$ cat src/rtl/valrdy_pkg.sv
// Shared types and helpers for the val/rdy deserializer.
package valrdy_pkg;

  typedef enum logic [0:0] {FILL, HOLD} deser_state_t;

  // Counter width for a slot count of n: at least one bit, even when n == 1.
  function automatic int unsigned cnt_width(input int unsigned n);
    return (n <= 1) ? 1 : $clog2(n);
  endfunction

endpackage

$ cat src/rtl/deser_slot_reg.sv
// One word slot of the deserializer: enabled load, async active-low clear.
module deser_slot_reg #(
  parameter int unsigned BIT_WIDTH = 32
) (
  input  logic                 CLK,
  input  logic                 reset,
  input  logic                 en,
  input  logic [BIT_WIDTH-1:0] d,
  output logic [BIT_WIDTH-1:0] q
);

  always_ff @(posedge CLK or negedge reset) begin
    if (!reset)  q <= '0;
    else if (en) q <= d;
  end

endmodule

$ cat src/rtl/valrdy_deserializer.sv
// Packs N_SAMPLES consecutive val/rdy words into one wide val/rdy frame.
module valrdy_deserializer
  import valrdy_pkg::*;
#(
  parameter int unsigned BIT_WIDTH = 32,
  parameter int unsigned N_SAMPLES = 8
) (
  input  logic                           CLK,
  input  logic                           reset,
  input  logic                           snd_val,
  output logic                           snd_rdy,
  input  logic [BIT_WIDTH-1:0]           snd_msg,
  output logic                           rcv_val,
  input  logic                           rcv_rdy,
  output logic [BIT_WIDTH*N_SAMPLES-1:0] rcv_msg
);

  localparam int unsigned CW = cnt_width(N_SAMPLES);
  localparam logic [CW-1:0] LAST = CW'(N_SAMPLES - 1);

  deser_state_t  state, state_next;
  logic [CW-1:0] count, count_next;
  logic          fill_xfer;
  logic [BIT_WIDTH-1:0] slot_q [N_SAMPLES];

  always_ff @(posedge CLK or negedge reset) begin
    if (!reset) begin
      state <= FILL;
      count <= '0;
    end else begin
      state <= state_next;
      count <= count_next;
    end
  end

  assign fill_xfer = (state == FILL) && snd_val;

  always_comb begin
    state_next = state;
    count_next = count;
    unique case (state)
      FILL: begin
        if (snd_val) begin
          if (count == LAST) begin
            state_next = HOLD;
            count_next = '0;
          end else begin
            count_next = count + 1'b1;
          end
        end
      end
      HOLD: begin
        if (rcv_rdy) state_next = FILL;
      end
      default: state_next = FILL;
    endcase
  end

  // State sits at FILL during reset, so gate with reset to keep snd_rdy low.
  assign snd_rdy = reset && (state == FILL);
  assign rcv_val = (state == HOLD);

  for (genvar i = 0; i < N_SAMPLES; i++) begin : g_slot
    deser_slot_reg #(
      .BIT_WIDTH(BIT_WIDTH)
    ) u_slot (
      .CLK   (CLK),
      .reset (reset),
      .en    (fill_xfer && (count == CW'(i))),
      .d     (snd_msg),
      .q     (slot_q[i])
    );
  end

  always_comb begin
    rcv_msg = '0;
    for (int unsigned i = 0; i < N_SAMPLES; i++) begin
      rcv_msg[i*BIT_WIDTH +: BIT_WIDTH] = slot_q[i];
    end
  end

endmodule

$ cat config.mk
export PLATFORM = sky130hd
export DESIGN_NAME = valrdy_deserializer
export DESIGN_NICKNAME = d
export VERILOG_FILES = /design/src/rtl/valrdy_pkg.sv /design/src/rtl/deser_slot_reg.sv /design/src/rtl/valrdy_deserializer.sv
export SDC_FILE = /design/constraint.sdc
export NUM_CORES = 1
export LEC_CHECK = 0
export ABC_AREA = 1
export BUFFER_PORTS_ARGS = -buffer_cell sky130_fd_sc_hd__buf_2
export CORE_ASPECT_RATIO = 0.6
export CORE_UTILIZATION = 52
export CTS_BUF_LIST = sky130_fd_sc_hd__clkbuf_16
export DETAILED_ROUTE_END_ITERATION = 10
export GPL_ROUTABILITY_DRIVEN = 0
export PLACE_DENSITY = 0.81
export SLEW_MARGIN = 30
export SYNTH_ARGS = -nofsm -noshare
export SYNTH_HDL_FRONTEND = slang
export SYNTH_SLANG_ARGS = --single-unit
$ cat constraint.sdc
create_clock -name CLK -period 1.7 [get_ports CLK]
set_input_delay 0.255 -clock CLK [delete_from_list [all_inputs] [get_ports CLK]]
set_output_delay 0.255 -clock CLK [all_outputs]
set_load 0.005 [all_outputs]
==> out/qor.yml <==
wire_per_inst_um: 18.8
grt_pass1_vias: 8965
hold_violations: 0
vias: 9138
critical_path_required_ps: 2150
yosysWarnings: 0
dieArea_mm2: 0.0205
slew_headroom: 0.623
syn_inst: 1172
finalSetupViolations: 0
power.leakage_uw: 0.00771
fin_setup_tns_ps: 0
synth_seq_cells: 260
cts.clk_slew.worst_paths_ps: 60
layout_min_cycle_time_ps: 1600
cap_violations: 0
fmax_mhz: 625
hold_start: "snd_msg[21]"
rrSetupSlack_ps: 100
postSynthAreaPerCell_um2: 8.85
dp_cells: 1678
syn_area_mm2: 0.0104
routed.top_layer: "met4"
dr_wl_met2_mm: 14.6
post-place-ws_ps: -71.5
cts_buffers: 24
async_flop_share: 1.00
report.final.slew_viol_count: 0
worstMarginPinSlew_ps: 565
worstSkewPairLatency_ps: 510
crit_fanout: 21
vdd_drop_max_mv: 0.988
grt_start_max_net_pins: 103
vias_per_cell: 5.25
syn-num-nets: 1214
hpwl_mm: 21.1
netlist.area_leader.share: 0.627
synth.distinct_cells: 15
rsz0062_at_grt: "true"
power.density_mw_per_mm2: 1900
synthToLayoutAreaGrowth_pct: 27.0
whs_ps: 64.4
io_pins: 294
cts-htree-levels: 1
ys.flop_type: "dfrtp_1"
grt-ovfl-total: 0
critPathLaunchType: "flip-flop"
firstDrtPassIters: 7
synth.area.top_cells: "dfrtp_1 63%, nand2_1 25%, nand3_1 4.6%, buf_2 3.1%, buf_4 1.9%"
hold_class: "in -> reg"
cts_sinks: 260
synth_top_area_cell: "dfrtp_1"
end_kind: "flip-flop"
die_height_um: 111
worstReg2RegStart: "count[0]$_DFFE_PN0P_"
grt.total_usage: 0.324
core_mm2: 0.0193
crit_start: "count[0]$_DFFE_PN0P_"
crit_type: "reg -> reg"
synth-edff-count: 0
finClkSkew_ps: 6.71
dieWidth_um: 184
cts.path.max_buffers: 3
worst_slack_ps: 101
finalNonFillerCells: 1740
start_util: 0.538
drt_iter0_markers: 965
drc: 0
fin_crit_sh: 0.941
antenna_found_initial: 0
ant_nets: 0
met3_length_mm: 3.69
layout-drive-gt1-share: 0.277
row_count: 39
wl_mm: 32.8
grt_pass1_wl_mm: 50.6
final_nets: 1498
status: "finished clean"
clockRootBuffer: "clkbuf_16"
seq_area_frac_synth: 0.627
diodes: 0
io_buffer_count: 293
tritoncts: "built"
wl_met1_mm: 13.6
arrival_ps: 2050
==> cells in the final DEF, fill, tap and decap left out, drive strengths merged <==
cell type,n
ha,6
nand3,96
clkbuf,26
o21ai,4
clkinv,9
nand2,689
dfrtp,260
inv,19
bufinv,5
nor2,12
dlygate4sd3,2
buf,346
==> per-layer routing <==
layer / vias to the layer above / track usage
met5: - / 0
met4: 0 / 0.101
met3: 72 / 0.0936
met2: 518 / 0.490
met1: 4414 / 0.453
li1: 4134 / -
==> kinds of logic after synthesis <==
group	after synthesis	share of synthesized area
simple gates	795	0.306
fa+ha+maj	6	0.00724
buf+inv	107	0.0573
compound gates	4	0.00193
flops	260	0.627
==> state kept, by name, summed over array words and instances (netlist names) <==
register         count
rcv_val              1
g_slot.u_slot.q    256
count                3
==> area by class of cell <==
cell class	count	area [um^2]
Fill cell	1529	6100
Sequential cell	260	6510
Multi-Input combinational cell	807	3330
Timing Repair Buffer	349	2120
Clock inverter	19	215
Tap cell	266	333
Clock buffer	25	626
Inverter	14	52.6
==> worst max-delay path, stage by stage (launching register included) <==
cell,delay (ps)
dfrtp_1,380
buf_4,150
inv_1,90
ha_1,190
nand2_2,90
nor2_4,150
buf_4,290
nand2_1,110
nand2_1,70
==> cells in the mapped netlist (2+ instances only) <==
cell	instances
buf_4	26
ha_1	6
buf_2	64
o21ai_0	4
dfrtp_1	260
nor2_2	2
nand2_2	7
nor2_4	7
buf_6	2
inv_1	10
inv_2	4
nand2_1	682
nand3_1	96
==> what timing repair did <==
item / 4_1_cts / 5_1_grt
cloned: 2 / 2
gates resized for setup: 3 / 8
pin swaps: 1 / 5
setup buffers: 0 / 12
hold buffers: 2 / 0
endpoints found under the setup margin: 64 / 133
endpoints found under the hold margin: 261 / 0
==> report_power, final <==
| group | leakage, uW | internal (uW) | switching [uW] | total, uW |
|---|---|---|---|---|
| registers | 0.00329 | 8920 | 1590 | 10500 |
| logic | 0.00399 | 3760 | 5020 | 8790 |
| clock network | 0.000433 | 3430 | 2330 | 5750 |
| total | 0.00771 | 16100 | 8940 | 25000 |
==> path summary, 6_finish.rpt <==
| path | depth (start not counted) | end |
|---|---|---|
| worst max register to register | 8 | g_slot[6].u_slot.q[16]$_DFFE_PN0P_ |
| max in group asynchronous | 3 | g_slot[1].u_slot.q[12]$_DFFE_PN0P_ |
| worst max-delay path | 8 | g_slot[6].u_slot.q[16]$_DFFE_PN0P_ |
| min in group asynchronous | 2 | g_slot[2].u_slot.q[2]$_DFFE_PN0P_ |
| worst min register to register | 2 | g_slot[1].u_slot.q[11]$_DFFE_PN0P_ |
| worst min-delay path | 3 | g_slot[3].u_slot.q[21]$_DFFE_PN0P_ |
==> per-stage QoR <==
step | utilization | power (uW) | area (um^2)
floorplan | - | 14400 | 10400
global placement | 0.627 | 18600 | 12100
detailed placement | 0.627 | 18900 | 12100
CTS | 0.673 | 24800 | 13000
global route | 0.684 | 26700 | 13200
finish | 0.684 | 25000 | 13200
No activity file was read; power rests on OpenSTA's default activity.
